$ cat src/rtl/arb_client_sequencer.sv
// Synchronous 4-phase client front-end for the async round-robin arbiter.
// Optional grant mutual-exclusion checker: define ARB_CLIENT_MUTEX_CHECK_EN.
module arb_client_sequencer #(
    parameter int REQUESTORS = 4,
    parameter int HOLD_WIDTH = 4
) (
    input  logic                  clk,
    input  logic                  rst_n,
    input  logic [REQUESTORS-1:0] start,
    input  logic [HOLD_WIDTH-1:0] hold_cycles,
    output logic [REQUESTORS-1:0] request,
    input  logic [REQUESTORS-1:0] grant,
    output logic [REQUESTORS-1:0] done,
    output logic [7:0]            grant_count,
    output logic                  mutex_err
);

    typedef enum logic [1:0] {
        S_IDLE,
        S_REQ,
        S_HOLD,
        S_REL
    } state_e;

    state_e                state_q [REQUESTORS];
    state_e                state_d [REQUESTORS];
    logic [HOLD_WIDTH-1:0] cnt_q   [REQUESTORS];
    logic [HOLD_WIDTH-1:0] cnt_d   [REQUESTORS];

    logic [REQUESTORS-1:0] ff1_q;
    logic [REQUESTORS-1:0] gsync_q;
    logic [REQUESTORS-1:0] done_q;
    logic [REQUESTORS-1:0] done_d;
    logic [7:0]            gc_q;
    logic [7:0]            gc_d;

    always_comb begin
        done_d = '0;
        for (int i = 0; i < REQUESTORS; i++) begin
            state_d[i] = state_q[i];
            cnt_d[i]   = cnt_q[i];
            unique case (state_q[i])
                S_IDLE: begin
                    if (start[i]) state_d[i] = S_REQ;
                end
                S_REQ: begin
                    if (gsync_q[i]) begin
                        state_d[i] = S_HOLD;
                        cnt_d[i]   = hold_cycles;
                    end
                end
                S_HOLD: begin
                    if (cnt_q[i] == '0) state_d[i] = S_REL;
                    else cnt_d[i] = cnt_q[i] - HOLD_WIDTH'(1);
                end
                S_REL: begin
                    if (!gsync_q[i]) begin
                        state_d[i] = S_IDLE;
                        done_d[i]  = 1'b1;
                    end
                end
                default: state_d[i] = S_IDLE;
            endcase
        end
    end

    // Each completion this edge counts on its own, stopping at 255.
    always_comb begin
        gc_d = gc_q;
        for (int i = 0; i < REQUESTORS; i++) begin
            if (done_d[i] && gc_d != 8'hFF) gc_d = gc_d + 8'd1;
        end
    end

    always_comb begin
        request = '0;
        for (int i = 0; i < REQUESTORS; i++) begin
            request[i] = (state_q[i] == S_REQ) || (state_q[i] == S_HOLD);
        end
    end

    always_ff @(posedge clk or negedge rst_n) begin
        if (!rst_n) begin
            ff1_q   <= '0;
            gsync_q <= '0;
            done_q  <= '0;
            gc_q    <= '0;
            for (int i = 0; i < REQUESTORS; i++) begin
                state_q[i] <= S_IDLE;
                cnt_q[i]   <= '0;
            end
        end else begin
            ff1_q   <= grant;
            gsync_q <= ff1_q;
            done_q  <= done_d;
            gc_q    <= gc_d;
            for (int i = 0; i < REQUESTORS; i++) begin
                state_q[i] <= state_d[i];
                cnt_q[i]   <= cnt_d[i];
            end
        end
    end

    assign done        = done_q;
    assign grant_count = gc_q;

`ifdef ARB_CLIENT_MUTEX_CHECK_EN
    logic                  mutex_q;
    logic                  mutex_d;
    logic [REQUESTORS-1:0] gsync_m1;

    // x & (x-1) is nonzero exactly when two or more bits are set.
    assign gsync_m1 = gsync_q - REQUESTORS'(1);
    assign mutex_d  = mutex_q | ((gsync_q & gsync_m1) != '0);

    always_ff @(posedge clk or negedge rst_n) begin
        if (!rst_n) mutex_q <= 1'b0;
        else        mutex_q <= mutex_d;
    end

    assign mutex_err = mutex_q;
`else
    assign mutex_err = 1'b0;
`endif

endmodule

$ cat config.mk
export PLATFORM = sky130hd
export DESIGN_NAME = arb_client_sequencer
export DESIGN_NICKNAME = d
export VERILOG_FILES = /design/src/rtl/arb_client_sequencer.sv
export SDC_FILE = /design/constraint.sdc
export NUM_CORES = 1
export LEC_CHECK = 0
export CAP_MARGIN = 20
export CORE_MARGIN = 5
export CORE_UTILIZATION = 58
export CTS_CLUSTER_SIZE = 10
export DETAILED_ROUTE_END_ITERATION = 7
export GPL_TIMING_DRIVEN = 0
export PLACE_DENSITY_LB_ADDON = 0.25
export REMOVE_ABC_BUFFERS = 1
export SLEW_MARGIN = 40
export SYNTH_ARGS = -nofsm -noshare
export SYNTH_HDL_FRONTEND = slang
export SYNTH_SLANG_ARGS = --single-unit
$ cat constraint.sdc
create_clock -name clk -period 7.3 [get_ports clk]
set_input_delay 0.73 -clock clk [delete_from_list [all_inputs] [get_ports clk]]
set_output_delay 0.73 -clock clk [all_outputs]
set_load 0.01 [all_outputs]
==> impl_results.md <==
* Outcome: complete, no violations
* Final core occ at 0.676
* Hold Path Class: input pin to asynchronous set/reset pin
* Grt ovf at 0
* Clock buffer depth at 2
* Placed Cells incl. Taps at roughly 470
* Final Wtd Congestion at 0.903
* Number of synthesized flops with an enable pin at 0
* Leak pwr at between 1 and 1.5 nW
* Switching Share at 0.464
* Sequential share of the synthesized area at 0.334
* Max Slew Vio Count at 0
* R2r startpoint: grant_count[0]
* Die Height at 85.4 um
* Worst relative slew slack at 0.423
* Ys Warns at 0
* Die width at approximately 85 um
* Die Area at 7290 um2
* Fin worst setup slack at about 1.3 ns
* Vias in the first global route at about 2700
* Commonest non-fill, non-tap cell in the layout: dfrtp_1
* Num CTS Buffers at 5
* Dpl cell area at 3610 um2
* CTS H-tree depth at 2
* TritonCTS clock tree: built
* 1st-iter DRT viols at between 200 and 250
* Residual DRC count at 0
* Largest net degree at the start of global routing at 31
* Crit path capture type: flip-flop
* Crit path from: grant_count[0]
* Max Clock Skew at ~0.0061 ns
* Mean Syn Cell Area at between 8 and 9 um2
* Layout area overhead at 12.8%
* Critical Path End: grant_count[3]
* Initial Util at 0.599
* Fill cell count at 460
* Hold-fix buffers, CTS at 0
* WS Path Type: flip-flop to flip-flop
* First-pass GRT wire length at ~12000 um
* WL/cell at 15.3 um
* Reg2reg path depth at 19
* Cell area after synthesis at ~3300 um2
* HPWL Detailed at around 5500 um
* DR pass1 iterations at 4
* Asr flop ratio synth at 1.00
* Rows at 27
* Final Hold Viols at 0
* Setup slack of the most critical reg-to-reg path at about 1.3 ns
* Crit share post-route at 0.828
* Antenna viol nets, final at 0
* RSZ-0062 raised after global routing: false
* Maximum capacitance violations at 0
* Vias per cell at 6.15
* Via Count at about 2900
* Fmax at between 150 and 200 MHz
* Post-CTS Setup Bufs at 0
* Clock slew at reported path FFs at approximately 0.090 ns
* Post-synth top flop: dfrtp_1
* Post-synth cell types at slightly below 70
* Clk_lat worst skew at about 0.31 ns
* P per Cell Area at about 390 nW/um2
* Post-Place Worst Slack at approximately 1.4 ns
* Switching power at slightly below 0.7 mW
* Crit path launch type: flip-flop
* Total GRT Usage at 0.202
* Peak VDD IR at around 0.26 mV
* Fin cells at around 480
* Slew @ Worst Pin at 0.844 ns
* Layout cells sized above 1 at 0.0737
* IO buf count at 29
* # diodes at 0
* Final Instance Area at roughly 3700 um2
* Clock share of power at 0.113
* CP required at between 7 and 8 ns
* Flop pwr share at 0.297
* Worst path arrival time at between 6 and 7 ns
* Clock sink count at 44
* Combinational group share of total power at 0.591
* Internal Power at ~0.8 mW
* Resize count post-CTS at 0
* TNS Setup at 0 ns
* Synthesized flop and latch total at between 40 and 50
* Final setup vio count at 0
* Nets at 443
* I/O Pins at 31
* Commonest non-fill, non-tap cells in the layout: 44 x dfrtp_1, 31 x o21ai_0, 30 x a21oi_1
* Detailed-route wire length at ~7300 um
* R2r endpoint: grant_count[3]
* Syn Inst Count at about 380
* Crit path time final at 6.05 ns
* Crit-path max FO at 12
* CTS root buffer: clkbuf_8
* Antenna violations before repair at 0
* Core area at ~5500 um2
-- worst max-delay path, cell delays in order, from the launching register on --
cell and delay, ns:
dfrtp_1 0.48, ha_1 0.45, nand3_1 0.16, o21ai_1 0.30, mux2_2 0.40, ha_1 0.25
nand3_1 0.09, o22ai_1 0.16, nand4b_1 0.25, nand2_1 0.15, xnor2_1 0.51, ha_1 0.28
inv_1 0.08, or4_1 0.57, a211oi_1 0.32, mux2i_1 0.40, o211ai_2 0.21, o41ai_2 0.50
o221ai_1 0.22, o31ai_1 0.13
-- kinds of logic (layout without fill, tap and decap cells) --
logic type                 Yosys count  after routing  synth area share
adders and majority gates           23             23            0.0873
and+or+nand+nor                    129            129             0.212
buffers and inverters               44             67            0.0603
xor gates and xnor gates             9              9            0.0239
DFF                                 44             44             0.334
muxes                                8              8            0.0254
other                                1              1           0.00114
AOI/OAI and AO/OA                  126            126             0.256
-- registers in the layout (all words and copies together), names as in the netlist --
name and count:
ff1_q 4, grant_count 8, cnt_q 16, gsync_q 4, done 4, state_q 8
-- layer usage --
layer  vias up  share of wire  track usage
li1       1449              -            -
met1      1399           0.46        0.277
met2        83           0.47        0.324
met3        13          0.057       0.0350
met4         0          0.013       0.0619
met5         -              0            0
-- final cells by class --
cell class | instances | area [um2] | area share
multi-input combinational | 296 | 2020 | 0.543
sequential | 44 | 1100 | 0.296
clock inverter | 2 | 10.0 | 0.00269
clock buffer | 6 | 82.6 | 0.0222
inverter | 29 | 109 | 0.0293
timing repair buffer | 30 | 308 | 0.0827
tap | 72 | 90.1 | 0.0242
-- power by group through the flow --
stage | Clock, mW | Sequential, mW | Combinational [mW]
global placement | 0 | 0.430 | 0.799
detailed placement | 0 | 0.436 | 0.837
CTS | 0.167 | 0.432 | 0.845
global route | 0.175 | 0.449 | 0.962
floorplan | 0 | 0.420 | 0.608
finish | 0.164 | 0.432 | 0.860
-- worst min-delay path by stage --
stage / startpoint / endpoint / slack (ns) / cells past startpoint
after floorplan: ff1_q[0] / gsync_q[0] / 0.33 / 0
after global placement: ff1_q[2] / gsync_q[2] / 0.33 / 0
after detailed placement: ff1_q[0] / gsync_q[0] / 0.34 / 0
after CTS: rst_n / grant_count[7] / 0.27 / 1
after global routing: rst_n / state_q[4] / 0.28 / 1
final: rst_n / state_q[4] / 0.27 / 1
-- Yosys cell counts (3+ instances only) --
master | n | area [um2]
dfrtp_1 | 44 | 1100
o21ai_0 | 31 | 155
a21oi_1 | 30 | 150
inv_1 | 28 | 105
nand2_1 | 28 | 105
nor2_1 | 28 | 105
ha_1 | 23 | 288
nand3_1 | 14 | 70.1
o211ai_1 | 11 | 82.6
nor2b_1 | 10 | 62.6
a211oi_1 | 8 | 60.1
nor3_1 | 8 | 40.0
nand2b_1 | 7 | 43.8
buf_4 | 6 | 45.0
o22ai_1 | 6 | 37.5
xnor2_1 | 6 | 52.6
clkbuf_1 | 5 | 18.8
mux2i_1 | 5 | 50.1
a2111oi_0 | 4 | 35.0
nand4_1 | 4 | 25.0
nor4_1 | 4 | 25.0
o31a_1 | 4 | 35.0
a311oi_1 | 3 | 26.3
buf_2 | 3 | 15.0
mux2_2 | 3 | 33.8
nand3b_1 | 3 | 22.5
nor3b_1 | 3 | 22.5
o21a_1 | 3 | 22.5
o31ai_1 | 3 | 22.5
or3_1 | 3 | 18.8
xor2_1 | 3 | 26.3
-- metrics by stage --
stage | power [mW] | hold slack, ns
6_report | 1.46 | 0.268
5_1_grt | 1.59 | 0.280
3_3_place_gp | 1.23 | 0.334
2_1_floorplan | 1.03 | 0.331
4_1_cts | 1.44 | 0.274
3_5_place_dp | 1.27 | 0.336
(Power assumes the default switching activity.)
